<file path="src/rtl/cg_domain_ctrl.sv">
// rtl/cg_domain_ctrl.sv - per-domain clock-gate enable controller (optional stats: CG_CTRL_STATS_EN)
module cg_domain_ctrl #(
    parameter int NUM_DOM    = 4,
    parameter int IDLE_CNT_W = 8,
    parameter int WAKE_DLY   = 2
) (
    input  logic                  forever_cpuclk,
    input  logic                  cpurst_b,
    input  logic [NUM_DOM-1:0]    dom_busy,
    input  logic [NUM_DOM-1:0]    dom_wake_req,
    input  logic [IDLE_CNT_W-1:0] idle_thresh,
    input  logic                  cg_force_on,
`ifdef CG_CTRL_STATS_EN
    input  logic                  cg_stat_clr,
    output logic [NUM_DOM*16-1:0] cg_off_cnt,
`endif
    output logic [NUM_DOM-1:0]    dom_clk_en,
    output logic [NUM_DOM-1:0]    dom_wake_ack
);

    localparam int WW = (WAKE_DLY > 1) ? $clog2(WAKE_DLY) : 1;
    localparam logic [WW-1:0] WAKE_LOAD = WW'(WAKE_DLY - 1);

    typedef enum logic [1:0] {ST_ON, ST_IDLE, ST_OFF, ST_WAKE} state_t;

    state_t                state_q [NUM_DOM];
    state_t                state_d [NUM_DOM];
    logic [IDLE_CNT_W-1:0] cnt_q   [NUM_DOM];
    logic [IDLE_CNT_W-1:0] cnt_d   [NUM_DOM];
    logic [WW-1:0]         wcnt_q  [NUM_DOM];
    logic [WW-1:0]         wcnt_d  [NUM_DOM];
    logic [NUM_DOM-1:0]    act;
    logic [NUM_DOM-1:0]    gate_off;
    logic [NUM_DOM-1:0]    clk_en_q;
    logic [NUM_DOM-1:0]    ack_q;

    assign act = dom_busy | dom_wake_req | {NUM_DOM{cg_force_on}};

    always_comb begin
        for (int i = 0; i < NUM_DOM; i++) begin
            state_d[i]  = state_q[i];
            cnt_d[i]    = cnt_q[i];
            wcnt_d[i]   = wcnt_q[i];
            gate_off[i] = 1'b0;
            case (state_q[i])
                ST_ON: begin
                    if (!act[i]) begin
                        state_d[i] = ST_IDLE;
                        cnt_d[i]   = '0;
                    end
                end
                ST_IDLE: begin
                    // Activity is checked before the threshold so a late request keeps CE high.
                    if (act[i]) begin
                        state_d[i] = ST_ON;
                    end else if (cnt_q[i] >= idle_thresh) begin
                        state_d[i]  = ST_OFF;
                        gate_off[i] = 1'b1;
                    end else if (cnt_q[i] != '1) begin
                        cnt_d[i] = cnt_q[i] + IDLE_CNT_W'(1);
                    end
                end
                ST_OFF: begin
                    if (act[i]) begin
                        state_d[i] = ST_WAKE;
                        wcnt_d[i]  = WAKE_LOAD;
                    end
                end
                ST_WAKE: begin
                    if (wcnt_q[i] == '0) begin
                        state_d[i] = ST_ON;
                    end else begin
                        wcnt_d[i] = wcnt_q[i] - WW'(1);
                    end
                end
                default: state_d[i] = ST_ON;
            endcase
        end
    end

    always_ff @(posedge forever_cpuclk or negedge cpurst_b) begin
        if (!cpurst_b) begin
            for (int i = 0; i < NUM_DOM; i++) begin
                state_q[i] <= ST_ON;
                cnt_q[i]   <= '0;
                wcnt_q[i]  <= '0;
            end
            clk_en_q <= '1;
            ack_q    <= '1;
        end else begin
            for (int i = 0; i < NUM_DOM; i++) begin
                state_q[i]  <= state_d[i];
                cnt_q[i]    <= cnt_d[i];
                wcnt_q[i]   <= wcnt_d[i];
                clk_en_q[i] <= (state_d[i] != ST_OFF);
                ack_q[i]    <= (state_d[i] == ST_ON);
            end
        end
    end

    assign dom_clk_en   = clk_en_q;
    assign dom_wake_ack = ack_q;

`ifdef CG_CTRL_STATS_EN
    logic [15:0] off_cnt_q [NUM_DOM];

    always_ff @(posedge forever_cpuclk or negedge cpurst_b) begin
        if (!cpurst_b) begin
            for (int i = 0; i < NUM_DOM; i++) off_cnt_q[i] <= '0;
        end else if (cg_stat_clr) begin
            for (int i = 0; i < NUM_DOM; i++) off_cnt_q[i] <= '0;
        end else begin
            for (int i = 0; i < NUM_DOM; i++) begin
                if (gate_off[i] && off_cnt_q[i] != 16'hFFFF) off_cnt_q[i] <= off_cnt_q[i] + 16'd1;
            end
        end
    end

    always_comb begin
        cg_off_cnt = '0;
        for (int i = 0; i < NUM_DOM; i++) cg_off_cnt[i*16 +: 16] = off_cnt_q[i];
    end
`endif

endmodule

</file>
<file path="config.mk">
export PLATFORM = sky130hd
export DESIGN_NAME = cg_domain_ctrl
export DESIGN_NICKNAME = d
export VERILOG_FILES = /design/src/rtl/cg_domain_ctrl.sv
export SDC_FILE = /design/constraint.sdc
export NUM_CORES = 1
export LEC_CHECK = 0
export ABC_AREA = 1
export CORE_ASPECT_RATIO = 0.9
export CORE_UTILIZATION = 60
export CTS_BUF_LIST = sky130_fd_sc_hd__clkbuf_2 sky130_fd_sc_hd__clkbuf_4 sky130_fd_sc_hd__clkbuf_8
export DETAILED_ROUTE_END_ITERATION = 10
export PLACE_DENSITY = 0.91
export REMOVE_ABC_BUFFERS = 1
export SLEW_MARGIN = 20
export SYNTH_ARGS = -nofsm -noshare
export SYNTH_HDL_FRONTEND = slang
export SYNTH_SLANG_ARGS = --single-unit
export TNS_END_PERCENT = 1
</file>
<file path="constraint.sdc">
create_clock -name forever_cpuclk -period 3.1 [get_ports forever_cpuclk]
set_input_delay 0.31 -clock forever_cpuclk [delete_from_list [all_inputs] [get_ports forever_cpuclk]]
set_output_delay 0.31 -clock forever_cpuclk [all_outputs]
set_load 0.01 [all_outputs]
</file>
==> impl_metrics.json <==
{
  "synth.avg_cell_area_um2": 7.479,
  "routed-via-count": 3343,
  "setup.worst_path.class": "primary input to flop",
  "clk_latency_ps": 320,
  "fin_nets": 580,
  "die_w_um": 84.55,
  "grt_usage": 0.2659,
  "async_reset_ff_frac": 1.000,
  "final-instance-count-excl-fill": 596,
  "path_buf_inv": 2,
  "synth_edf_count": 0,
  "dpl.hpwl_um": 6138,
  "via_per_inst": 5.609,
  "fmax_ghz": 0.4958,
  "crit_top_cell": "nand2_1",
  "grt_max_degree": 32,
  "ant_nets": 0,
  "overflow": 0,
  "core-area_um2": 5791,
  "synth_top_area_cell": "dfrtp_1",
  "numCtsBuffers": 5,
  "drtPass1Iterations": 7,
  "syn-cell-area_um2": 3680,
  "grt_pass1_wl_um": 13880,
  "cp_slowest_cell": "clkdlybuf4s50_1",
  "slew_headroom": 0.5281,
  "cts_tree": "yes",
  "initial_core_util": 0.6355,
  "hold_violations": 0,
  "finalWeightedCongestion": 0.8758,
  "cp_top_family": "simple AND/OR/NAND/NOR gates",
  "drv_slew": 0,
  "yosysMostFrequentCell": "nand2_1",
  "maxCapViolCount": 0,
  "post-route-period-util": 0.6506,
  "yosysWarnings": 0,
  "drt_iter0_markers": 225,
  "clkTransAtPathRegs_ps": 100,
  "rsz0062_at_grt": "no",
  "max_stage_delay_ps": 500,
  "yosys.area.top_type_share": 0.2992,
  "ios": 27,
  "powerDensity_nw_per_um2": 394.2,
  "fin_crit_ps": 2017,
  "start_kind": "primary input",
  "violations": "design-rule violations",
  "min_path_type": "primary input to async pin",
  "place_inst": 588,
  "yosysUniqueCellTypes": 34,
  "antenna_found_initial": 0,
  "p_leak_uw": 0.002070,
  "end_kind": "flop",
  "status": "complete, but fails checks",
  "timing.hold.ws_ps": 28.80,
  "fin_util": 0.7133,
  "design_power_total_uw": 1628,
  "tightestPinTransition_ps": 707.8,
  "h-tree-depth": 2,
  "yosys_most_used_dff": "dfrtp_1",
  "rows": 26,
  "clock-sinks": 52,
  "clock-skew-final_ps": 6.490,
  "syn_to_final_growth_pct": 12.24,
  "synth_common_cells": "135 x nand2_1, 50 x nand3_1, 48 x nor2_1, 45 x inv_1, 44 x dfrtp_1",
  "ys_seq_area_frac": 0.3563,
  "crit_fanout": 9,
  "portBuffers": 26,
  "cp.required_ps": 3360,
  "finalSetupViolCount": 0,
  "drc": 4,
  "crit_chain": "clkdlybuf4s50_1 > inv_1 > ha_1 > nand2_1 > nor2_1 > nand4_1 > nand3_1 > nand2_1 > nand2_4 > nand2_1 > nand2_1",
  "drt_wl_total_um": 8061,
  "setup_tns_ps": 0,
  "vdd_drop_max_mv": 0.2830,
  "ys_ff_latch": 52,
  "grt_pass1_vias": 3116,
  "worstPathArrival_ps": 2270,
  "wire_per_inst_um": 13.53,
  "netlist_top_cells_area": "dfrtp_1 30%, nand2_1 14%, ha_1 12%, nand3_1 6.8%, dfstp_2 5.7%",
  "post_cts_buffers": 0,
  "post_cts_resized": 0,
  "drive_gt1_frac": 0.1217,
  "dieArea_um2": 6451,
  "syn_inst": 492,
  "cts_hold_buf": 0,
  "cts_root_buf": "clkbuf_8",
  "antennaDiodeCount": 0,
  "die_h_um": 76.30,
  "clockBufferDepth": 2
}
==> logic make-up after synthesis <==
| logic type | after synthesis | synth area share |
|---|---|---|
| simple gates | 277 | 0.3455 |
| buf+inv | 67 | 0.07276 |
| compound gates | 54 | 0.08875 |
| flops | 52 | 0.3563 |
| fa+ha+maj | 36 | 0.1224 |
| xor+xnor | 6 | 0.01428 |
==> through the flow <==
| step | setup WS, ps | instance area, um^2 |
|---|---|---|
| floorplan | 1527 | 3665 |
| global placement | 854.0 | 4015 |
| detailed placement | 771.5 | 4015 |
| CTS | 1109 | 4130 |
| global route | 915.8 | 4130 |
| finish | 1083 | 4130 |
==> registers in the layout, summed over array words and instances (netlist names) <==
name,flops
state_q,8
wcnt_q,4
cnt_q,32
dom_wake_ack,4
dom_clk_en,4
==> power by group <==
part	switching (uW)	leakage, uW	total, uW	internal (uW)
Clock	242	0.0000548	485	243
Combinational	223	0.00133	359	136
Sequential	47.4	0.000681	784	737
Total	512	0.00207	1630	1120
==> placed cells by master, fill, tap and decap left out, types with 3 or more instances in the layout <==
cell               n
nand3_1           50
o21ai_2            9
ha_1              36
clkdlybuf4s50_1   25
nand2_4            4
nand2_2            5
clkbuf_8           5
nor2_1            48
inv_2             15
nor2_2             4
o21ai_1            3
xor2_1             4
clkinv_1           4
nand2_1          135
inv_1             45
dfrtp_1           44
o21ai_0            9
o21bai_1           3
nand4_1           14
nand3b_1           3
a21oi_1           24
dfstp_2            8
nor3_1             3
o21a_1             4
==> worst paths after layout <==
path / start / to / slack [ps] / cells after the start
setup / recovery: idle_thresh[7] / cnt_q[22]$_DFFE_PN0P_ / 1080 / 11
min in group forever_cpuclk: wcnt_q[3]$_DFFE_PN0P_ / wcnt_q[3]$_DFFE_PN0P_ / 510 / 1
setup reg to reg: cnt_q[21]$_DFFE_PN0P_ / cnt_q[22]$_DFFE_PN0P_ / 1240 / 9
hold reg to reg: wcnt_q[3]$_DFFE_PN0P_ / wcnt_q[3]$_DFFE_PN0P_ / 510 / 1
hold / removal: cpurst_b / cnt_q[14]$_DFFE_PN0P_ / 30 / 1
max in group asynchronous: cpurst_b / dom_clk_en[1]$_DFF_PN1_ / 2240 / 2
==> area by class of cell <==
| class | count | area (um^2) |
|---|---|---|
| tap | 70 | 87.58 |
| inverter | 66 | 252.7 |
| timing repair buffer | 27 | 262.8 |
| fill | 441 | 1660 |
| clock buffer | 5 | 68.82 |
| clock inverter | 3 | 46.29 |
| sequential | 52 | 1311 |
| multi-input combinational | 373 | 2101 |
==> metal layers <==
layer / GRT usage / part of all wire
met5: 0 / 0
met4: 0.08644 / 0.014
met3: 0.03792 / 0.042
met2: 0.4496 / 0.49
met1: 0.3518 / 0.45
No activity file was read; power rests on OpenSTA's default activity.
